## config.mk

```make
export PLATFORM = sky130hd
export DESIGN_NAME = ysyx_23060332_mem_arbiter_flat
export DESIGN_NICKNAME = d
export VERILOG_FILES = /design/src/rtl/ysyx_23060332_mem_arbiter_if.sv /design/src/rtl/ysyx_23060332_mem_arbiter.sv /design/src/flat_wrapper.sv
export SDC_FILE = /design/constraint.sdc
export NUM_CORES = 1
export LEC_CHECK = 0
export CAP_MARGIN = 10
export CORE_MARGIN = 2
export CORE_UTILIZATION = 30
export DETAILED_ROUTE_END_ITERATION = 8
export MAX_ROUTING_LAYER = met4
export SLEW_MARGIN = 20
export SYNTH_ARGS = -nofsm -noshare
export SYNTH_HDL_FRONTEND = slang
export SYNTH_SLANG_ARGS = --single-unit
```

## constraint.sdc

```tcl
create_clock -name clk -period 1.96 [get_ports clk]
set_input_delay 0.588 -clock clk [delete_from_list [all_inputs] [get_ports clk]]
set_output_delay 0.588 -clock clk [all_outputs]
set_load 0.005 [all_outputs]
```

## src/rtl/ysyx_23060332_mem_arbiter_if.sv

```systemverilog
// ysyx_23060332_mem_arbiter_if: IFU, LSU and memory port bundle around the arbiter
interface ysyx_23060332_mem_arbiter_if #(
    parameter int ADDR_W = 32,
    parameter int DATA_W = 32
);
    logic              ifu_req_valid;
    logic              ifu_req_ready;
    logic [ADDR_W-1:0] ifu_addr;
    logic              ifu_resp_valid;
    logic              ifu_resp_err;
    logic [DATA_W-1:0] ifu_rdata;
    logic              lsu_req_valid;
    logic              lsu_req_ready;
    logic              lsu_wen;
    logic [ADDR_W-1:0] lsu_addr;
    logic [DATA_W-1:0] lsu_wdata;
    logic [7:0]        lsu_wmask;
    logic              lsu_resp_valid;
    logic              lsu_resp_err;
    logic [DATA_W-1:0] lsu_rdata;
    logic              mem_req_valid;
    logic              mem_req_ready;
    logic              mem_wen;
    logic [ADDR_W-1:0] mem_addr;
    logic [DATA_W-1:0] mem_wdata;
    logic [7:0]        mem_wmask;
    logic              mem_resp_valid;
    logic [DATA_W-1:0] mem_rdata;

    // arbiter side: serves the requesters, masters the memory port
    modport master (
        input  ifu_req_valid, ifu_addr,
        output ifu_req_ready, ifu_resp_valid, ifu_resp_err, ifu_rdata,
        input  lsu_req_valid, lsu_wen, lsu_addr, lsu_wdata, lsu_wmask,
        output lsu_req_ready, lsu_resp_valid, lsu_resp_err, lsu_rdata,
        output mem_req_valid, mem_wen, mem_addr, mem_wdata, mem_wmask,
        input  mem_req_ready, mem_resp_valid, mem_rdata
    );

    // environment side: the two requesters and the memory
    modport slave (
        output ifu_req_valid, ifu_addr,
        input  ifu_req_ready, ifu_resp_valid, ifu_resp_err, ifu_rdata,
        output lsu_req_valid, lsu_wen, lsu_addr, lsu_wdata, lsu_wmask,
        input  lsu_req_ready, lsu_resp_valid, lsu_resp_err, lsu_rdata,
        input  mem_req_valid, mem_wen, mem_addr, mem_wdata, mem_wmask,
        output mem_req_ready, mem_resp_valid, mem_rdata
    );
endinterface

```

## src/rtl/ysyx_23060332_mem_arbiter.sv

```systemverilog
// ysyx_23060332_mem_arbiter: IFU/LSU onto one memory port with per-transaction timeout; define ARB_RR_EN for round-robin arbitration
module ysyx_23060332_mem_arbiter #(
    parameter int ADDR_W      = 32,
    parameter int DATA_W      = 32,
    parameter int TIMEOUT_CYC = 255
) (
    input logic clk,
    input logic rst_n,
    ysyx_23060332_mem_arbiter_if.master bus
);
    localparam int CW = $clog2(TIMEOUT_CYC);
    localparam logic [CW-1:0] CNT_LAST = CW'(TIMEOUT_CYC - 1);

    typedef enum logic [1:0] {IDLE, REQ, WAIT, RESP} state_t;

    state_t            state, state_nx;
    logic              owner_lsu, wen_q, err_q;
    logic [ADDR_W-1:0] addr_q;
    logic [DATA_W-1:0] wdata_q, rdata_q;
    logic [7:0]        wmask_q;
    logic [CW-1:0]     cnt;
    logic              grant_lsu, hs, to, ifu_sel, lsu_sel;

`ifdef ARB_RR_EN
    logic last_lsu;
    assign grant_lsu = bus.lsu_req_valid & (~bus.ifu_req_valid | ~last_lsu);
    // remember who won the last handshake so the other side wins a tie
    always_ff @(posedge clk or negedge rst_n)
        if (!rst_n) last_lsu <= 1'b0;
        else if (hs) last_lsu <= grant_lsu;
`else
    assign grant_lsu = bus.lsu_req_valid;
`endif

    assign hs      = (state == IDLE) & (bus.ifu_req_valid | bus.lsu_req_valid);
    assign to      = cnt == CNT_LAST;
    assign ifu_sel = (state == RESP) & ~owner_lsu;
    assign lsu_sel = (state == RESP) & owner_lsu;

    // state register
    always_ff @(posedge clk or negedge rst_n)
        if (!rst_n) state <= IDLE;
        else state <= state_nx;

    // next state plus the handshake and response strobes
    always_comb begin
        state_nx           = state;
        bus.ifu_req_ready  = 1'b0;
        bus.lsu_req_ready  = 1'b0;
        bus.mem_req_valid  = 1'b0;
        bus.ifu_resp_valid = 1'b0;
        bus.lsu_resp_valid = 1'b0;
        case (state)
            IDLE: begin
                bus.lsu_req_ready = grant_lsu;
                bus.ifu_req_ready = bus.ifu_req_valid & ~grant_lsu;
                if (hs) state_nx = REQ;
            end
            REQ: begin
                bus.mem_req_valid = 1'b1;
                if (bus.mem_req_ready) state_nx = WAIT;
            end
            WAIT: if (bus.mem_resp_valid | to) state_nx = RESP;
            RESP: begin
                bus.ifu_resp_valid = ~owner_lsu;
                bus.lsu_resp_valid = owner_lsu;
                state_nx           = IDLE;
            end
            default: state_nx = IDLE;
        endcase
    end

    // capture the granted request, count WAIT cycles and latch the reply
    always_ff @(posedge clk or negedge rst_n)
        if (!rst_n) begin
            owner_lsu <= 1'b0;
            wen_q     <= 1'b0;
            addr_q    <= '0;
            wdata_q   <= '0;
            wmask_q   <= 8'h0;
            rdata_q   <= '0;
            err_q     <= 1'b0;
            cnt       <= '0;
        end else begin
            if (hs) begin
                owner_lsu <= grant_lsu;
                wen_q     <= grant_lsu & bus.lsu_wen;
                addr_q    <= grant_lsu ? bus.lsu_addr : bus.ifu_addr;
                wdata_q   <= (grant_lsu & bus.lsu_wen) ? bus.lsu_wdata : '0;
                wmask_q   <= (grant_lsu & bus.lsu_wen) ? bus.lsu_wmask : 8'h0;
            end
            if (state == WAIT) begin
                cnt <= (bus.mem_resp_valid | to) ? '0 : cnt + 1'b1;
                if (bus.mem_resp_valid) begin
                    rdata_q <= wen_q ? '0 : bus.mem_rdata;
                    err_q   <= 1'b0;
                end else if (to) begin
                    rdata_q <= '0;
                    err_q   <= 1'b1;
                end
            end
        end

    assign bus.mem_wen      = wen_q;
    assign bus.mem_addr     = addr_q;
    assign bus.mem_wdata    = wdata_q;
    assign bus.mem_wmask    = wmask_q;
    assign bus.ifu_resp_err = ifu_sel & err_q;
    assign bus.lsu_resp_err = lsu_sel & err_q;
    assign bus.ifu_rdata    = ifu_sel ? rdata_q : '0;
    assign bus.lsu_rdata    = lsu_sel ? rdata_q : '0;
endmodule
```

## src/flat_wrapper.sv

```systemverilog
// flat-port wrapper written by rule: the top's interface ports become plain ports
module ysyx_23060332_mem_arbiter_flat 
#(
    parameter int ADDR_W      = 32,
    parameter int DATA_W      = 32,
    parameter int TIMEOUT_CYC = 255
)
  (clk, rst_n, bus_ifu_req_valid, bus_ifu_addr, bus_ifu_req_ready, bus_ifu_resp_valid, bus_ifu_resp_err, bus_ifu_rdata, bus_lsu_req_valid, bus_lsu_wen, bus_lsu_addr, bus_lsu_wdata, bus_lsu_wmask, bus_lsu_req_ready, bus_lsu_resp_valid, bus_lsu_resp_err, bus_lsu_rdata, bus_mem_req_valid, bus_mem_wen, bus_mem_addr, bus_mem_wdata, bus_mem_wmask, bus_mem_req_ready, bus_mem_resp_valid, bus_mem_rdata);
  ysyx_23060332_mem_arbiter_if #(.ADDR_W(ADDR_W), .DATA_W(DATA_W)) bus_i ();
  input logic clk;
  input logic rst_n;
  input wire logic [$bits(bus_i.ifu_req_valid)-1:0] bus_ifu_req_valid;
  input wire logic [$bits(bus_i.ifu_addr)-1:0] bus_ifu_addr;
  output wire logic [$bits(bus_i.ifu_req_ready)-1:0] bus_ifu_req_ready;
  output wire logic [$bits(bus_i.ifu_resp_valid)-1:0] bus_ifu_resp_valid;
  output wire logic [$bits(bus_i.ifu_resp_err)-1:0] bus_ifu_resp_err;
  output wire logic [$bits(bus_i.ifu_rdata)-1:0] bus_ifu_rdata;
  input wire logic [$bits(bus_i.lsu_req_valid)-1:0] bus_lsu_req_valid;
  input wire logic [$bits(bus_i.lsu_wen)-1:0] bus_lsu_wen;
  input wire logic [$bits(bus_i.lsu_addr)-1:0] bus_lsu_addr;
  input wire logic [$bits(bus_i.lsu_wdata)-1:0] bus_lsu_wdata;
  input wire logic [$bits(bus_i.lsu_wmask)-1:0] bus_lsu_wmask;
  output wire logic [$bits(bus_i.lsu_req_ready)-1:0] bus_lsu_req_ready;
  output wire logic [$bits(bus_i.lsu_resp_valid)-1:0] bus_lsu_resp_valid;
  output wire logic [$bits(bus_i.lsu_resp_err)-1:0] bus_lsu_resp_err;
  output wire logic [$bits(bus_i.lsu_rdata)-1:0] bus_lsu_rdata;
  output wire logic [$bits(bus_i.mem_req_valid)-1:0] bus_mem_req_valid;
  output wire logic [$bits(bus_i.mem_wen)-1:0] bus_mem_wen;
  output wire logic [$bits(bus_i.mem_addr)-1:0] bus_mem_addr;
  output wire logic [$bits(bus_i.mem_wdata)-1:0] bus_mem_wdata;
  output wire logic [$bits(bus_i.mem_wmask)-1:0] bus_mem_wmask;
  input wire logic [$bits(bus_i.mem_req_ready)-1:0] bus_mem_req_ready;
  input wire logic [$bits(bus_i.mem_resp_valid)-1:0] bus_mem_resp_valid;
  input wire logic [$bits(bus_i.mem_rdata)-1:0] bus_mem_rdata;
  assign bus_i.ifu_req_valid = bus_ifu_req_valid;
  assign bus_i.ifu_addr = bus_ifu_addr;
  assign bus_ifu_req_ready = bus_i.ifu_req_ready;
  assign bus_ifu_resp_valid = bus_i.ifu_resp_valid;
  assign bus_ifu_resp_err = bus_i.ifu_resp_err;
  assign bus_ifu_rdata = bus_i.ifu_rdata;
  assign bus_i.lsu_req_valid = bus_lsu_req_valid;
  assign bus_i.lsu_wen = bus_lsu_wen;
  assign bus_i.lsu_addr = bus_lsu_addr;
  assign bus_i.lsu_wdata = bus_lsu_wdata;
  assign bus_i.lsu_wmask = bus_lsu_wmask;
  assign bus_lsu_req_ready = bus_i.lsu_req_ready;
  assign bus_lsu_resp_valid = bus_i.lsu_resp_valid;
  assign bus_lsu_resp_err = bus_i.lsu_resp_err;
  assign bus_lsu_rdata = bus_i.lsu_rdata;
  assign bus_mem_req_valid = bus_i.mem_req_valid;
  assign bus_mem_wen = bus_i.mem_wen;
  assign bus_mem_addr = bus_i.mem_addr;
  assign bus_mem_wdata = bus_i.mem_wdata;
  assign bus_mem_wmask = bus_i.mem_wmask;
  assign bus_i.mem_req_ready = bus_mem_req_ready;
  assign bus_i.mem_resp_valid = bus_mem_resp_valid;
  assign bus_i.mem_rdata = bus_mem_rdata;
  ysyx_23060332_mem_arbiter #(.ADDR_W(ADDR_W), .DATA_W(DATA_W), .TIMEOUT_CYC(TIMEOUT_CYC)) u_core (.clk(clk), .rst_n(rst_n), .bus(bus_i));
endmodule
```

# --- Word level (Yosys, flattened, before mapping) ---
# Index checks and enable logic that the tools add are counted.
totals:
  wordCells: 52
  reg_bits: 117
  out_inout_bits: 144
op_classes:
  add_sub_neg: 1
  reduce_logical: 4
  bitwise: 11
  n_eq_ne: 7
  mux: 20
ops:
  columns: ["cell", "n"]
  rows:
  - ["two-way mux 32 bit", 7]
  - ["two-way mux 8 bit", 2]
  - ["adder 8 x 1 -> 8 bit, second input constant", 1]
  - ["== test 8 bit, second input constant", 1]
  - ["case mux 2 bit (4 select lines)", 1]
  - ["bitwise AND 1 bit", 7]
  - ["two-way mux 1 bit", 7]
  - ["two-way mux 2 bit", 3]
  - ["== test 2 bit, second input constant", 2]
  - ["inequality test 2 x 1 -> 1 bit, second input constant", 2]
  - ["AND reduction 3 bit", 1]
  - ["== test 2 x 1 -> 1 bit, second input constant", 1]
  - ["zero test 2 bit", 1]
  - ["inequality test 2 bit, second input constant", 1]
  - ["inverter 1 bit", 2]
  - ["bitwise OR 1 bit", 2]
  - ["AND reduction 2 bit", 1]
  - ["nonzero test 2 bit", 1]

# --- Depth between registers and ports, before layout ---
# Gate-level depths: netlist (run 1).
depth:
  word_depth: 4
  ltp_mapped: 7
  depth_no_buf: 5

# --- Worst setup path before layout (run 1) ---
# No wires, ideal clock.
synth_timing:
  kind: "reg2out"
  start: "register u_core.state[0]"
  end: "output port bus_ifu_rdata[22]"
  n_path_buf: 1
  path_stages_with_launch: 5
  setup_slack_ps: 167
  arrival_ps: 1205
  path_cell_list: "dfrtp_1 > ha_1 > and2b_1 > clkbuf_1 > and2_1"
synth_via:
  elab_chain_len: 3
synth_lines:
  columns: ["element", "line_no", "source"]
  rows:
  - ["start: declaration", "ysyx_23060332_mem_arbiter.sv:16", "state_t state, state_nx;"]
  - ["start signal: assignment", "ysyx_23060332_mem_arbiter.sv:43", "else state <= state_nx;"]
  - ["== test 2 bit", "ysyx_23060332_mem_arbiter.sv:37", "assign ifu_sel = (state == RESP) & ~owner_lsu;"]
  - ["bitwise AND 1 bit", "ysyx_23060332_mem_arbiter.sv:37", null]
  - ["two-way mux 32 bit", "ysyx_23060332_mem_arbiter.sv:110", "assign bus.ifu_rdata = ifu_sel ? rdata_q : '0;"]
  - ["end: declaration", "flat_wrapper.sv:17", "output wire logic [$bits(bus_i.ifu_rdata)-1:0] bus_ifu_rdata;"]
# Every way passes these cells.

# --- Worst setup path after layout (run 1) ---
layout_timing:
  start: "register u_core.state[1]"
  end: "output port bus_ifu_rdata[18]"
# The elaborated chain is that of the path after synthesis.

==> results.yml, run 1 <==
route:
  drc: 0
  ant_nets: 0
  vias: 5286
  drt_first_pass_iters: 4
  via_per_inst: 4.89
  drt_iter0_drc: 178
  drt_wl_total_um: 18600
  route.detailed.wl_per_inst_um: 17.2
setup_path:
  cp-end-kind: "output pin"
  rr_endpoint: "u_core.state[0]"
  rr_worst_depth: 10
  crit_arrival_ns: 1.72
  critPathLaunchType: "register"
  worstPathRequired_ns: 1.37
  critPathMaxFanout: 5
  rrSetupSlack_ns: -0.04
  crit_path_start: "u_core.state[1]"
  critPathCapture: "bus_ifu_rdata[18]"
  worstReg2RegStart: "u_core.state[1]"
  critical_path_class: "reg -> out"
clocking:
  cts.sinks: 117
  cts_made_buffers: 17
  clockRootBuffer: "clkbuf_16"
  cts_max_path_buffers: 2
  htree_levels: 4
  clkLatencyLatePin_ns: 0.41
  cts_tree: "yes"
  clkTransAtPathRegs_ns: 0.05
timing:
  finalCritPeriodShare: 1.18
  worstMarginPinSlew_ns: 0.600
  hold_viol: 0
  drv_slew: 0
  setup_ws_ns: -0.353
  rsz0062_at_grt: "true"
  fmax_mhz: 432
  skew_ns: 0.00790
  setup_viol: 72
  holdWs_ns: 0.189
  period_needed_ns: 2.31
  maxSlewHeadroom: 0.600
  finalSetupTns_ns: -16.56
place:
  dpl.hpwl_um: 13300
  placed_cells: 1031
  port_buffers: 286
  gp_congestion: 0.839
power_and_ir_drop:
  p_leak_nw: 4.60
  total_power_mw: 14.4
  p_per_area_nw_per_um2: 1480
  peakVddDrop_uv: 682
final_layout:
  diodes: 0
  drive_gt1_frac: 0.237
  final_cells: 1080
  final_util: 0.534
  syn2layout_area_growth_pct: 73.4
  n_fill_cell: 1588
  fin_nets: 988
die:
  die_h_um: 141
  initial_utilization: 0.308
  core_um2: 18100
  ios: 287
  die_area_um2: 19700
  die_width_um: 141
  std_cell_rows: 49
synthesis:
  syn_area_per_cell_um2: 10.6
  syn_nets: 680
  yosysMostFrequentCell: "dfrtp_1"
  synth.distinct_cells: 41
  yosysTopAreaCell: "dfrtp_1"
  synth-seq-area-share: 0.524
  synth.top_cells.by_count: "dfrtp_1 (117), o21ai_0 (64), a22o_1 (40), inv_1 (40), and3_1 (36)"
  synth.top_cell.area_share: 0.524
  synthCells: 530
  ys.flop_type: "dfrtp_1"
  synth.cell_area_um2: 5590
  ys_async_sr_fraction: 1.00
  synth_edf_count: 0
  synthTopCellsByArea: "dfrtp_1 (52%), a22o_1 (6.3%), mux2i_1 (5.7%)"
  yosys_warnings: 0
  ys_ff_latch: 117
global_route:
  grt_pass1_vias: 5324
  grt_pass1_wl_um: 28100
  grt_usage: 0.187
  grt_overflow: 0
  antenna_found_initial: 0
  grt_max_degree: 77
worst_hold_path:
  worstHoldPathType: "in -> async"
run_status:
  violations: "setup timing"
  outcome: "finished with violations"
run:
  drv_cap: 0
[cells by family after synthesis]
kind of cell | share of synthesized area
compound gates | 0.205
fa+ha+maj | 0.0157
buf+inv | 0.0662
flops | 0.524
mux | 0.0573
simple gates | 0.133
[layer usage]
| layer | vias up | GRT usage | routed length (um) |
|---|---|---|---|
| met4 | 0 | 0.0642 | 243 |
| met1 | 2510 | 0.221 | 7820 |
| met5 | - | - | 0 |
| li1 | 2495 | - | - |
| met3 | 16 | 0.0595 | 1480 |
| met2 | 265 | 0.303 | 9010 |
[worst min path at each step]
stage	slack [ns]	from	to
4_1_cts	0.20	rst_n	u_core.cnt[6]
2_1_floorplan	0.29	rst_n	u_core.bus.mem_addr[0]
5_1_grt	0.23	rst_n	u_core.rdata_q[5]
3_3_place_gp	0.46	u_core.bus.mem_addr[3]	u_core.bus.mem_addr[3]
6_report	0.19	rst_n	u_core.rdata_q[5]
3_5_place_dp	0.47	u_core.bus.mem_addr[27]	u_core.bus.mem_addr[27]
[placed cells by master, fill, tap and decap left out, types with 3 or more instances in the layout]
cell and n:
nand3_1 4, nor2_1 3, buf_6 25, a21o_1 4, buf_2 6, and3_1 19
dfrtp_1 117, clkbuf_16 19, buf_12 12, ha_1 3, a22o_1 40, clkbuf_1 3
clkbuf_8 3, buf_4 20, a2bb2oi_1 32, nand4_1 3, inv_1 38, clkinv_2 4
nand2b_1 4, a21oi_1 5, o21ai_0 64, and2_4 24, or3_1 3, nand2_1 34
mux2i_1 32, and3_4 17, clkdlybuf4s50_1 211, bufinv_16 3, clkbuf_2 48, and2_1 11
ha_4 4
[state kept, by name (all words and copies together) (netlist names)]
| register | flops |
|---|---|
| u_core.err_q | 1 |
| u_core.bus.mem_addr | 32 |
| u_core.owner_lsu | 1 |
| u_core.state | 2 |
| u_core.bus.mem_wdata | 32 |
| u_core.bus.mem_wmask | 8 |
| u_core.rdata_q | 32 |
| u_core.bus.mem_wen | 1 |
| u_core.cnt | 8 |
[what timing repair did]
action,4_1_cts,5_1_grt
setup endpoints to repair,71,75
pin swaps,2,5
gates cloned,2,3
gates resized for setup,184,140
hold buffers,0,0
buffers inserted,5,9
[stage by stage]
stage	setup WS, ns	instance area (um^2)
after floorplan	0.167	5590
after global placement	-0.375	8850
after detailed placement	-0.372	8850
after CTS	-0.441	9580
after global routing	-0.412	9700
final	-0.353	9700
[worst max-delay path, cell delays in order, from the launching register on]
cell     delay [ns]
dfrtp_1        0.41
ha_4           0.19
and2b_4        0.18
buf_12         0.14
buf_16         0.13
and2_4         0.15
buf_6          0.11
[cell type report]
class                      instances  area (um^2)  share of cell area
timing repair buffer             330         3210               0.331
sequential                       117         2930               0.302
multi-input combinational        332         2510               0.259
clock buffer                      23          478              0.0493
tap                              229          287              0.0295
inverter                          40          155              0.0160
clock inverter                     9          125              0.0129
[where the power goes]
part / switching, mW / internal, mW
registers: 0.806 / 3.53
clock network: 1.08 / 2.09
logic: 2.71 / 4.16
No activity file was read; power rests on OpenSTA's default activity.
==> inputs of run 2 (changes only) <==
Settings changed: MAX_ROUTING_LAYER met4 to unset.
==> run 2 against run 1 <==
  * The flow still finishes with violations (setup timing)
  * Sequential share of layout area is the same
  * Clock skew barely moved
  * Power about the same
  * Highest routed layer unchanged
==> results.yml, run 2 (synthesis results as in run 1) <==
power_and_ir_drop:
  p_leak_nw: 4.60
  p_per_area_nw_per_um2: 1480
  power_frac_seq: 0.302
  total_power_mw: 14.4
  p_int_mw: 9.78
  p_comb_frac: 0.478
  clkPwrFrac: 0.220
  switching_share: 0.319
  peakVddDrop_uv: 683
  switchingPower_mw: 4.59
setup_path:
  rr_endpoint: "u_core.state[0]"
  cp-end-kind: "output pin"
  rr_worst_depth: 10
  critPathLaunchType: "register"
  worstPathRequired_ns: 1.37
  critPathMaxFanout: 5
  rrSetupSlack_ns: -0.05
  crit_path_start: "u_core.state[1]"
  critical_path_class: "reg -> out"
  crit_arrival_ns: 1.73
  critPathCapture: "bus_ifu_rdata[18]"
  worstReg2RegStart: "u_core.state[1]"
run_status:
  violations: "setup timing"
  outcome: "finished with violations"
final_layout:
  final_cells: 1080
  layout_common_cells: "clkdlybuf4s50_1 (211), dfrtp_1 (117), o21ai_0 (64)"
  fin_nets: 988
  finalInstanceArea_um2: 9700
  diodes: 0
  syn2layout_area_growth_pct: 73.4
  final_util: 0.534
  drive_gt1_frac: 0.237
  final_common_cell: "clkdlybuf4s50_1"
  n_fill_cell: 1588
timing:
  worstMarginPinSlew_ns: 0.601
  fmax_mhz: 431
  setup_viol: 72
  skew_ns: 0.00831
  finalCritPeriodShare: 1.18
  hold_viol: 0
  setup_ws_ns: -0.360
  rsz0062_at_grt: "true"
  drv_slew: 0
  maxSlewHeadroom: 0.599
  period_needed_ns: 2.32
place:
  dpl.hpwl_um: 13300
  gp_congestion: 0.826
  port_buffers: 286
  placed_cells: 1031
  dpl_cell_area_um2: 8850
clocking:
  cts.sinks: 117
  clkLatencyLatePin_ns: 0.41
  clockRootBuffer: "clkbuf_16"
  cts_max_path_buffers: 2
  cts_tree: "yes"
  htree_levels: 4
  cts_made_buffers: 17
  clkTransAtPathRegs_ns: 0.05
route:
  drt_wl_total_um: 18600
  drt_first_pass_iters: 4
  via_per_inst: 4.89
  vias: 5285
  drt_iter0_drc: 173
  route.detailed.wl_per_inst_um: 17.2
  drc: 0
  ant_nets: 0
global_route:
  grt_usage: 0.182
  grt_overflow: 0
  grt_max_degree: 77
  grt_pass1_vias: 5311
  grt_pass1_wl_um: 28200
  antenna_found_initial: 0
die:
  ios: 287
  std_cell_rows: 49
  core_um2: 18100
  initial_utilization: 0.308
  die_h_um: 141
  die_width_um: 141
  die_area_um2: 19700
run:
  drv_cap: 0
worst_hold_path:
  worstHoldPathType: "in -> async"
-- run 2: per-layer routing --
metal / share of wire / vias to the layer above / global-route usage
li1: - / 2497 / -
met1: 0.41 / 2516 / 0.216
met2: 0.49 / 257 / 0.303
met3: 0.087 / 15 / 0.0691
met4: 0.012 / 0 / 0.0642
met5: 0 / - / 0
-- run 2: how the worst min path moves through the flow --
stage,startpoint,end,slack [ns],cells past startpoint
floorplan,rst_n,u_core.bus.mem_addr[0],0.29,0
global placement,u_core.bus.mem_addr[3],u_core.bus.mem_addr[3],0.46,2
detailed placement,u_core.bus.mem_addr[27],u_core.bus.mem_addr[27],0.47,2
CTS,rst_n,u_core.cnt[6],0.20,1
global route,rst_n,u_core.rdata_q[5],0.23,1
finish,rst_n,u_core.rdata_q[5],0.19,1
-- run 2: power by group through the flow --
stage               logic, mW  clock network, mW  registers, mW
finish                   6.87               3.17           4.34
global route             7.47               3.34           4.48
CTS                      6.40               3.24           4.30
detailed placement       6.29                  0           4.29
global placement         6.15                  0           4.26
floorplan                2.70                  0           4.21
-- run 2: stage by stage --
| stage | setup WS, ns | setup TNS [ns] | hold slack, ns |
|---|---|---|---|
| final | -0.360 | -17.11 | 0.187 |
| after global routing | -0.412 | -19.67 | 0.228 |
| after CTS | -0.441 | -18.54 | 0.195 |
| after detailed placement | -0.372 | -8.06 | 0.469 |
| after global placement | -0.375 | -7.08 | 0.460 |
| after floorplan | 0.167 | 0 | 0.292 |
-- run 2: timing repair --
action	in CTS	in global routing
pin swaps	2	5
setup endpoints to repair	71	75
gates resized for setup	184	140
setup buffers	5	9
hold buffers	0	0
gates cloned	2	3
-- run 2: critical path: stages (launching register included) --
cell	delay (ns)
dfrtp_1	0.41
ha_4	0.19
and2b_4	0.18
buf_12	0.14
buf_16	0.13
and2_4	0.15
buf_6	0.11
-- run 2: layout make-up --
class / count / area [um^2] / share of cell area
inverters: 40 / 155 / 0.0160
multi-input cells: 332 / 2510 / 0.259
well taps: 229 / 287 / 0.0295
clock inverters: 9 / 125 / 0.0129
repair buffers: 330 / 3210 / 0.331
flip-flops and latches: 117 / 2930 / 0.302
clock buffers: 23 / 478 / 0.0493
==> inputs of run 3 (changes only) <==
--- a/config.mk
+++ b/config.mk
@@ -11,2 +11,3 @@
 export DETAILED_ROUTE_END_ITERATION = 8
+export DONT_BUFFER_PORTS = 1
 export SLEW_MARGIN = 20
==> constraint.sdc (replaced) <==
create_clock -name clk -period 2.5 [get_ports clk]
set_input_delay 0.75 -clock clk [delete_from_list [all_inputs] [get_ports clk]]
set_output_delay 0.75 -clock clk [all_outputs]
set_load 0.1 [all_outputs]
==> run 3 against run 2 <==
  * The run now ends clean
  * Via count down 13%
  * Global-route usage decreased by 2.3 points
  * Hold slack worse by 0.15 ns
  * Critical path depth decreased by 2
  * Register-to-register slack improved by 0.67 ns
  * Critical endpoint is now bus_ifu_rdata[11]
  * Highest routed layer unchanged
==> results.yml, run 3 (synthesis results as in run 1) <==
run_status:
  outcome: "completed"
die:
  die_h_um: 141
  die_width_um: 141
  std_cell_rows: 49
  core_um2: 18100
  die_area_um2: 19700
  ios: 287
  initial_utilization: 0.308
final_layout:
  layout_common_cells: "dfrtp_1 (115), buf_4 (81), buf_12 (70)"
  final_common_cell: "dfrtp_1"
  drive_gt1_frac: 0.340
  syn2layout_area_growth_pct: 50.5
  diodes: 0
  final_util: 0.464
  finalInstanceArea_um2: 8420
  fin_nets: 813
timing:
  maxSlewHeadroom: 0.467
  skew_ns: 0.0137
  finalCritPeriodShare: 0.985
  worstMarginPinSlew_ns: 0.797
  period_needed_ns: 2.46
  finalSetupTns_ns: 0
  rsz0062_at_grt: "true"
  hold_viol: 0
  drv_slew: 0
  holdWs_ns: 0.0369
  setup_viol: 0
  fmax_mhz: 406
clocking:
  clkTransAtPathRegs_ns: 0.06
  clockRootBuffer: "clkbuf_16"
  cts_made_buffers: 17
  cts_tree: "yes"
  postCtsSetupBuffers: 0
  cts_max_path_buffers: 2
  htree_levels: 4
  clkLatencyLatePin_ns: 0.41
  cts.sinks: 117
setup_path:
  worstPathRequired_ns: 1.75
  critPathLaunchType: "register"
  rr_worst_depth: 5
  cp-end-kind: "output pin"
  crit_arrival_ns: 1.71
  worstReg2RegStart: "u_core.cnt[0]"
  critical_path_class: "reg -> out"
  rr_endpoint: "u_core.cnt[2]"
  critPathMaxFanout: 8
  rrSetupSlack_ns: 0.62
global_route:
  grt_usage: 0.159
  grt_max_degree: 118
  grt_overflow: 0
  grt_pass1_wl_um: 24300
  antenna_found_initial: 1
  grt_pass1_vias: 4481
route:
  route.detailed.wl_per_inst_um: 17.9
  ant_nets: 0
  vias: 4578
  drc: 0
  drt_iter0_drc: 170
  drt_first_pass_iters: 7
  drt_wl_total_um: 16200
  via_per_inst: 5.06
run:
  drv_cap: 0
place:
  dpl_cell_area_um2: 7730
  dpl.hpwl_um: 11900
  gp_congestion: 0.809
  port_buffers: 0
worst_hold_path:
  worstHoldPathType: "in -> async"
-- run 3: changes by cell type in the layout (fill, tap and decap cells not counted), sizes merged --
cell / delta
clkinvlp: +2
dlymetal6s2s: -2
inv: +6
and2b: +3
clkdlybuf4s50: -211
buf: +85
clkinv: -2
clkbuf: -56
-- run 3: per-layer routing --
layer	up-vias	wire, um	global-route usage
li1	2154	-	-
met1	2176	6350	0.185
met2	237	8300	0.277
met3	11	1390	0.0516
met4	0	200	0.0516
met5	-	0	0
-- run 3: final cells by class --
class | instances | area, um^2
repair buffers | 152 | 2020
inverters | 40 | 150
multi-input cells | 335 | 2410
well taps | 229 | 287
clock buffers | 17 | 425
flip-flops and latches | 117 | 2930
clock inverters | 15 | 193
fillers | 1623 | 9730
-- run 3: worst max path at each step --
stage | startpoint | endpoint | slack, ns | cells past startpoint
final | u_core.state[0] | bus_ifu_rdata[11] | 0.04 | 4
after global routing | u_core.state[0] | bus_ifu_rdata[19] | -0.02 | 4
after CTS | u_core.state[1] | bus_ifu_rdata[31] | -0.05 | 4
after detailed placement | u_core.state[1] | bus_ifu_rdata[31] | 0.27 | 4
after global placement | u_core.state[0] | bus_ifu_rdata[10] | 0.35 | 4
after floorplan | u_core.state[0] | bus_ifu_rdata[22] | 0.03 | 4
-- run 3: critical path: stages (launching register included) --
cell	delay, ns
dfrtp_2	0.44
ha_4	0.20
and2b_2	0.27
and2_2	0.23
buf_12	0.16
-- run 3: repair_timing --
item	CTS	global route
pin swaps	2	1
cloned	0	3
setup endpoints to repair	36	70
resized for setup	3	13
hold buffers	0	0
-- run 3: through the flow --
stage | setup slack, ns | std cells
after CTS | -0.0548 | 902
after global placement | 0.354 | 870
after global routing | -0.0164 | 905
after floorplan | 0.0300 | 530
after detailed placement | 0.271 | 870
final | 0.0372 | 905
Power of run 3 is left out: the tool's default activity adds up to more than one toggle a clock period on the data nets, which glitch-free logic cannot reach.
